--- config.mk ---
export PLATFORM = sky130hd
export DESIGN_NAME = seq_divider
export DESIGN_NICKNAME = d
export VERILOG_FILES = /design/src/rtl/div_pkg.sv /design/src/rtl/div_control.sv /design/src/rtl/seq_divider.sv
export SDC_FILE = /design/constraint.sdc
export NUM_CORES = 1
export LEC_CHECK = 0
export ABC_AREA = 1
export BUFFER_PORTS_ARGS = -buffer_cell sky130_fd_sc_hd__buf_2
export CAP_MARGIN = 30
export CORE_UTILIZATION = 30
export DETAILED_ROUTE_END_ITERATION = 7
export PLACE_DENSITY = 0.44
export SLEW_MARGIN = 20
export SYNTH_ARGS = -nofsm -noshare
export SYNTH_HDL_FRONTEND = slang
export SYNTH_HIERARCHICAL = 1
export SYNTH_SLANG_ARGS = --single-unit
export TNS_END_PERCENT = 50
--- constraint.sdc ---
create_clock -name Clk -period 2.4 [get_ports Clk]
set_clock_uncertainty 0.15 [all_clocks]
set_input_delay 0.24 -clock Clk [delete_from_list [all_inputs] [get_ports Clk]]
set_output_delay 0.24 -clock Clk [all_outputs]
set_load 0.02 [all_outputs]
--- src/rtl/div_pkg.sv ---
// Shared types and constants for the sequential shift-subtract divider.
package div_pkg;

  localparam int DIV_WIDTH = 8;

  // The iteration counter needs at least one bit even for degenerate widths.
  function automatic int cnt_width(input int w);
    return (w > 1) ? $clog2(w) : 1;
  endfunction

  localparam int DIV_CNT_W = cnt_width(DIV_WIDTH);

  typedef enum logic [2:0] {
    IDLE  = 3'd0,
    SHIFT = 3'd1,
    SUB   = 3'd2,
    FIX   = 3'd3,
    DONE  = 3'd4
  } div_state_e;

endpackage

--- src/rtl/div_control.sv ---
// FSM and iteration counter of the divider; emits datapath strobes.
// The FIX state is only reachable when SIGNED_DIV_EN is defined.
module div_control
  import div_pkg::*;
#(
  parameter int WIDTH = DIV_WIDTH
) (
  input  logic clk_i,
  input  logic rst_ni,
  input  logic run_i,
  input  logic load_div_i,
  input  logic d_zero_i,
  output logic ld_div_o,
  output logic load_q_o,
  output logic clr_o,
  output logic shift_o,
  output logic sub_en_o,
  output logic fix_o,
  output logic busy_o,
  output logic done_o
);

  localparam int CW = cnt_width(WIDTH);
  localparam logic [CW-1:0] LAST = CW'(WIDTH - 1);

  div_state_e    state_q, state_d;
  logic [CW-1:0] cnt_q, cnt_d;

  always_ff @(posedge clk_i or negedge rst_ni) begin
    if (!rst_ni) begin
      state_q <= IDLE;
      cnt_q   <= '0;
    end else begin
      state_q <= state_d;
      cnt_q   <= cnt_d;
    end
  end

  always_comb begin
    state_d  = state_q;
    cnt_d    = cnt_q;
    ld_div_o = 1'b0;
    load_q_o = 1'b0;
    clr_o    = 1'b0;
    shift_o  = 1'b0;
    sub_en_o = 1'b0;
    fix_o    = 1'b0;
    unique case (state_q)
      IDLE: begin
        ld_div_o = load_div_i;
        if (run_i) begin
          load_q_o = 1'b1;
          clr_o    = 1'b1;
          cnt_d    = '0;
          state_d  = d_zero_i ? DONE : SHIFT;
        end
      end
      SHIFT: begin
        shift_o = 1'b1;
        state_d = SUB;
      end
      SUB: begin
        sub_en_o = 1'b1;
        if (cnt_q == LAST) begin
`ifdef SIGNED_DIV_EN
          state_d = FIX;
`else
          state_d = DONE;
`endif
        end else begin
          cnt_d   = cnt_q + CW'(1);
          state_d = SHIFT;
        end
      end
      FIX: begin
        fix_o   = 1'b1;
        state_d = DONE;
      end
      // Waiting for Run to drop makes one key press yield one operation.
      DONE: begin
        if (!run_i) state_d = IDLE;
      end
      default: state_d = IDLE;
    endcase
  end

  assign busy_o = (state_q == SHIFT) || (state_q == SUB) || (state_q == FIX);
  assign done_o = (state_q == DONE);

endmodule

--- src/rtl/seq_divider.sv ---
// Restoring shift-subtract divider: one quotient bit per two cycles.
// Define SIGNED_DIV_EN for two's-complement operands (adds a FIX cycle).
module seq_divider
  import div_pkg::*;
#(
  parameter int WIDTH = DIV_WIDTH
) (
  input  logic             Clk,
  input  logic             Reset_n,
  input  logic             Run,
  input  logic             Load_Divisor,
  input  logic [WIDTH-1:0] Din,
  output logic [WIDTH-1:0] Quotient,
  output logic [WIDTH-1:0] Remainder,
  output logic             Busy,
  output logic             Done,
  output logic             Div_by_zero
);

  logic             ld_div, load_q, clr, shift, sub_en, fix;
  logic [WIDTH-1:0] q_q, q_d;
  logic [WIDTH:0]   r_q, r_d;
  logic [WIDTH-1:0] d_q, d_d;
  logic             dz_q, dz_d;

  logic [WIDTH-1:0] d_eff;
  logic             d_zero;
  logic [WIDTH-1:0] dvd_mag, dvs_mag;
  logic             quo_neg, rem_neg;
  logic [WIDTH+1:0] diff;
  logic             sub_ok;

  div_control #(
    .WIDTH(WIDTH)
  ) u_ctrl (
    .clk_i     (Clk),
    .rst_ni    (Reset_n),
    .run_i     (Run),
    .load_div_i(Load_Divisor),
    .d_zero_i  (d_zero),
    .ld_div_o  (ld_div),
    .load_q_o  (load_q),
    .clr_o     (clr),
    .shift_o   (shift),
    .sub_en_o  (sub_en),
    .fix_o     (fix),
    .busy_o    (Busy),
    .done_o    (Done)
  );

  // A same-cycle load wins, so the zero check sees the divisor about to be used.
  assign d_eff  = ld_div ? Din : d_q;
  assign d_zero = (d_eff == '0);

`ifdef SIGNED_DIV_EN
  logic neg_q, sdiff_q;

  always_ff @(posedge Clk or negedge Reset_n) begin
    if (!Reset_n) begin
      neg_q   <= 1'b0;
      sdiff_q <= 1'b0;
    end else if (load_q) begin
      neg_q   <= Din[WIDTH-1];
      sdiff_q <= Din[WIDTH-1] ^ d_eff[WIDTH-1];
    end
  end

  assign dvd_mag = Din[WIDTH-1] ? -Din : Din;
  assign dvs_mag = d_q[WIDTH-1] ? -d_q : d_q;
  assign quo_neg = sdiff_q;
  assign rem_neg = neg_q;
`else
  assign dvd_mag = Din;
  assign dvs_mag = d_q;
  assign quo_neg = 1'b0;
  assign rem_neg = 1'b0;
`endif

  assign diff   = {1'b0, r_q} - {2'b00, dvs_mag};
  assign sub_ok = ~diff[WIDTH+1];

  always_comb begin
    q_d  = q_q;
    r_d  = r_q;
    d_d  = d_q;
    dz_d = dz_q;
    if (ld_div) d_d = Din;
    if (clr) r_d = '0;
    // Divide by zero skips the iterations and parks the dividend in R.
    if (load_q) begin
      dz_d = d_zero;
      if (d_zero) begin
        q_d = '1;
        r_d = {1'b0, Din};
      end else begin
        q_d = dvd_mag;
      end
    end
    if (shift) begin
      r_d = {r_q[WIDTH-1:0], q_q[WIDTH-1]};
      q_d = {q_q[WIDTH-2:0], 1'b0};
    end
    if (sub_en) begin
      if (sub_ok) r_d = diff[WIDTH:0];
      q_d[0] = sub_ok;
    end
    if (fix) begin
      if (quo_neg) q_d = -q_q;
      if (rem_neg) r_d = -r_q;
    end
  end

  always_ff @(posedge Clk or negedge Reset_n) begin
    if (!Reset_n) begin
      q_q  <= '0;
      r_q  <= '0;
      d_q  <= '0;
      dz_q <= 1'b0;
    end else begin
      q_q  <= q_d;
      r_q  <= r_d;
      d_q  <= d_d;
      dz_q <= dz_d;
    end
  end

  assign Quotient    = q_q;
  assign Remainder   = r_q[WIDTH-1:0];
  assign Div_by_zero = dz_q;

endmodule
== Word-level counts from Yosys, hierarchy flattened ==
Cells that the tools add are included.
W data, S select, Z words.

* Latch bits: 0
* Input port bits: 12
* Register bits after elaboration: 32
* ROM bits: 0
* Memory bits (writable): 0
* Memories kept: 0
* Output and inout port bits: 19
* Word-level logic and storage cells: 51

* Shifts and indexed selects: 0
* Reduce and logical (&&, ||, !) cells: 9
* Equality and inequality tests: 8
* Div/mod/pow operators: 0
* Multiply operators: 0
* $lt $le $gt $ge: 0
* Bitwise gates (word level): 1
* $add $sub $neg: 2
* Muxes and demuxes: 24

{| class="wikitable"
|+ Operators with widths
! cell !! number
|-
| $mux W9 || 6
|-
| $mux W8 || 4
|-
| $mux W3 || 6
|-
| $pmux W3 S5 || 1
|-
| $sub A9 B8 Y10 || 1
|-
| $logic_not A8 Y1 || 1
|-
| $eq A3 B2 Y1 const B || 2
|-
| $eq A3 B3 Y1 const B || 2
|-
| $mux W1 || 6
|-
| $ne A2 B2 Y1 const B || 3
|-
| $pmux W3 S2 || 1
|-
| $reduce_bool A2 Y1 || 2
|-
| $add A3 B1 Y3 const B || 1
|-
| $eq A3 B1 Y1 const B || 1
|-
| $logic_not A3 Y1 || 1
|-
| $reduce_and A3 Y1 || 1
|-
| $reduce_bool A3 Y1 || 1
|-
| $logic_or A1 B1 Y1 || 2
|-
| $reduce_and A2 Y1 || 1
|-
| $not A1 Y1 || 1
|}

== Longest topological paths before layout ==
* Word-level depth: 9
* Mapped depth: 13
* Gate-level depth less buffers: 13

== Cells and area by module ==
The synthesis kept the hierarchy.

{| class="wikitable"
|+ Modules (own cells, without submodules)
! module !! cells each !! sequential area each (µm²) !! area each (µm²) !! instances
|-
| seq_divider || 257 || 650.6 || 1945.6 || 1
|-
| div_control || 49 || 150.1 || 381.6 || 1
|}

== Least setup slack after synthesis ==
OpenSTA, ideal clock, no wires.

* Path kind: register -> register
* Start: register u_ctrl.state_q[1]
* End: register r_q[8]
* Path buffers: 1
* Arrival: 1.791 ns
* Stages on the path, launching flop included: 13
* Data required time: 2.137 ns
* Library setup time: 0.113 ns
* Path slack: 0.347 ns
* Clock period less this slack: 2.053 ns
* Cells stage by stage: dfrtp_1 > nor2_2 > and3_1 > buf_6 > nand2_2 > o21ai_1 > nand2_2 > nor2_8 > nand3_4 > nand4_1 > nand3_1 > nand2_1 > inv_1

* Longest elaborated chain between the ends: 9
* Elaborated cells on any way between the ends: 15
* Those cells by class: 2 x eq/ne; 11 x mux; 2 x reduce/logical

{| class="wikitable"
|+ RTL lines
! item !! RTL line !! source
|-
| from (decl) || div_control.sv:26 || <nowiki>div_state_e state_q, state_d;</nowiki>
|-
| from (signal assigned) || div_control.sv:34 || <nowiki>state_q <= state_d;</nowiki>
|-
| $logic_not A3 Y1 (*) || div_control.sv:48 || <nowiki>unique case (state_q)</nowiki>
|-
| $mux W1 (*) || div_control.sv:48 ||
|-
| net ld_div || seq_divider.sv:20 || <nowiki>logic ld_div, load_q, clr, shift, sub_en, fix;</nowiki>
|-
| $mux W8 (*) || n/a ||
|-
| $logic_not A8 Y1 (*) || seq_divider.sv:53 || <nowiki>assign d_zero = (d_eff == '0);</nowiki>
|-
| $mux W9 (*) || seq_divider.sv:92 || <nowiki>if (d_zero) begin</nowiki>
|-
| $mux W9 (*) || seq_divider.sv:90 || <nowiki>if (load_q) begin</nowiki>
|-
| $mux W9 (*) || seq_divider.sv:99 || <nowiki>if (shift) begin</nowiki>
|-
| $mux W9 || seq_divider.sv:104 || <nowiki>if (sub_ok) r_d = diff[WIDTH:0];</nowiki>
|-
| $mux W9 (*) || seq_divider.sv:103 || <nowiki>if (sub_en) begin</nowiki>
|-
| net r_d[8] || seq_divider.sv:22 || <nowiki>logic [WIDTH:0] r_q, r_d;</nowiki>
|-
| to (signal assigned) || seq_divider.sv:121 || <nowiki>r_q <= r_d;</nowiki>
|-
| to (decl) || seq_divider.sv:22 ||
|}

The timed path passes the listed nets; every way through them passes the cells marked *.
A chain may end at the register's enable or synchronous reset.

== Worst setup path after layout ==
* Start: register r_q[2]
* End: register r_q[8]

* Longest elaborated chain between the ends: 3

{| class="wikitable"
|+ RTL lines
! item !! RTL line !! source
|-
| $sub A9 B8 Y10 || seq_divider.sv:79 || <nowiki>assign diff = {1'b0, r_q} - {2'b00, dvs_mag};</nowiki>
|-
| $mux W9 || seq_divider.sv:104 ||
|-
| $mux W9 || seq_divider.sv:103 ||
|-
| net r_d[8] || seq_divider.sv:22 ||
|}

The timed path passes the listed nets, and every way through them passes these cells.

==> key figures <==
Global routing
  – First-pass GRT wire length: about 9.3 mm
  – All-Layer GR Usage: 0.147
  – GRT overflow: 0
  – Vias in the first global route: around 1900
  – Pin count of the biggest net entering global routing: 33
  – Initial antenna violation count: 0

Synth
  – Syn_nets: between 300 and 400
  – Syn Inst Count: a little over 300
  – Synthesized area: 2320 um^2
  – Syn_area_per_cell: approximately 7.6 um^2
  – Synth warn: 6

Placed design
  – Number of buffers added on ports: 30
  – Routability cong.: 0.742
  – HPWL after detailed placement: 4.53 mm
  – Placed Area: ~2500 um^2

Setup path
  – CP Max Fanout: 9
  – Internal reg-to-reg setup slack: between 0.2 and 0.25 ns
  – WP data required: between 2 and 2.5 ns
  – Critical path type: reg -> reg
  – Worst setup EP type: flip-flop
  – Type of origin of the critical path: flip-flop
  – CP Data Arrival Time: around 2.2 ns

Routing
  – Final wirelength: roughly 5.6 mm
  – DRT iter0 DRCs: 63
  – Wire per inst: ~13 um
  – Residual DRC: 0
  – Detailed-route via count: about 2000
  – Post-DRT Antenna Nets: 0
  – Pre-Repair DR Iteration Count: 6
  – Via-per-instance ratio: 4.54

Final layout
  – Area of the multi-input gates: ~1200 um^2
  – Ratio of cells with drive above 1 in the final layout: 0.251
  – Final instance area: about 2700 um^2
  – Register area: around 800 um^2
  – Layout Utilization: 0.361
  – Antenna cells: 0
  – Area Overhead vs Synth: 14.6%
  – Layout Nets: between 300 and 400
  – # fillers: roughly 800

STA
  – Relative slew slack: 0.510
  – Fmax: between 400 and 500 MHz
  – # setup viols final: 0
  – Fin. max-slew vios: 0
  – Tcrit/Tclk final: 0.916
  – Worst Tran Pin Value: between 0.7 and 0.8 ns
  – Hold Vio Cnt, Final: 0
  – RSZ-0062 raised after global routing: no
  – Fin crit period: 2.20 ns

Flow run
  – MaxCap Viol Count: 0

Die
  – Core Box Area: between 7000 and 8000 um^2
  – Initial Util: 0.315
  – Die height: 90.0 um
  – Chip Width: 90.0 um
  – Die area: ~8000 um^2
  – Row count: 31
  – IO Count: 31

Hold path
  – Worst hold-check path type: in -> reg

Pwr
  – Worst vdd ir: 0.000538 V
  – P per Cell Area: about 1500 nW/um^2
  – Pleak: approximately 1.5 nW

Clocking
  – Clock Root Buffer: clkbuf_8
  – CTS buffer count: 5
  – Max clock buf depth: 2
  – Clk slew on worst S/H paths: 0.07 ns
  – Skew-Pair Late Insertion Delay: ~0.28 ns
  – Num Clock Sinks: 32
  – CTS H-Tree Depth: 2
  – CTS tree: yes

Outcome
  – Outcome: completed
[power breakdown]
| group | switching (mW) | internal (mW) |
|---|---|---|
| clock network | 0.199 | 0.308 |
| logic | 1.56 | 0.937 |
| registers | 0.188 | 0.794 |
| total | 1.94 | 2.04 |
[worst max-delay path: stages, from the launching register on]
cell and delay (ns):
dfrtp_1 0.42, ha_1 0.38, a21oi_1 0.20, nor2_1 0.06, nor2_1 0.08, nand2_1 0.12, nand2_1 0.08, nand2_1 0.09
nand2_2 0.19, buf_4 0.17, nand3_1 0.07, nand2_1 0.06, inv_1 0.03
[placed cells by master, fill, tap and decap left out, types with 8 or more instances in the layout]
cell	instances
nand2_1	99
inv_1	35
dfrtp_1	32
buf_2	30
nand3_1	20
nand4_1	11
buf_4	11
ha_1	10
nor2_1	8
[cell type report]
| class | count | area share |
|---|---|---|
| clock buffers | 6 | 0.0273 |
| clock inverters | 2 | 0.0132 |
| inverters | 44 | 0.0672 |
| multi-input cells | 213 | 0.454 |
| flip-flops and latches | 32 | 0.301 |
| well taps | 99 | 0.0465 |
| repair buffers | 42 | 0.0912 |
[stage by stage]
stage	instances	power (mW)	hold slack, ns	setup TNS [ns]	worst slack [ns]
after global placement	429	3.52	0.206	-0.00984	-0.00984
after CTS	438	4.03	0.0473	0	0.0784
after detailed placement	429	3.50	0.202	0	0.0114
final	438	3.98	0.0578	0	0.202
after floorplan	305	2.96	-0.206	0	0.347
after global routing	438	4.39	0.0843	0	0.0367
[flip-flops by register name, summed over array words and instances (netlist names)]
register,cells
r_q,9
Quotient,8
d_q,8
u_ctrl/cnt_q,3
u_ctrl/state_q,3
Div_by_zero,1
[worst paths after layout]
check | end | cells past startpoint | startpoint
max in group asynchronous | Quotient[2] | 2 | Reset_n
worst max-delay path | r_q[8] | 12 | r_q[2]
worst min-delay path | u_ctrl/state_q[2] | 3 | Run
worst min register to register | u_ctrl/cnt_q[1] | 2 | u_ctrl/cnt_q[1]
min in group asynchronous | Quotient[1] | 2 | Reset_n
worst max register to register | r_q[8] | 12 | r_q[2]
[routing by layer]
layer / share of wire / routed length [um] / global-route usage / vias up
li1: - / - / - / 1036
met1: 0.50 / 2800 / 0.199 / 922
met2: 0.47 / 2610 / 0.237 / 23
met3: 0.020 / 113 / 0.0254 / 7
met4: 0.014 / 76 / 0.0457 / 0
met5: 0 / 0 / 0 / -
[repair_timing]
action,4_1_cts,5_1_grt
resized for setup,1,1
hold buffers,1,0
cloned,0,0
buffers inserted,0,0
setup endpoints to repair,1,7
endpoints found under the hold margin,32,0
Note: power is estimated with default switching activity, not from simulation.
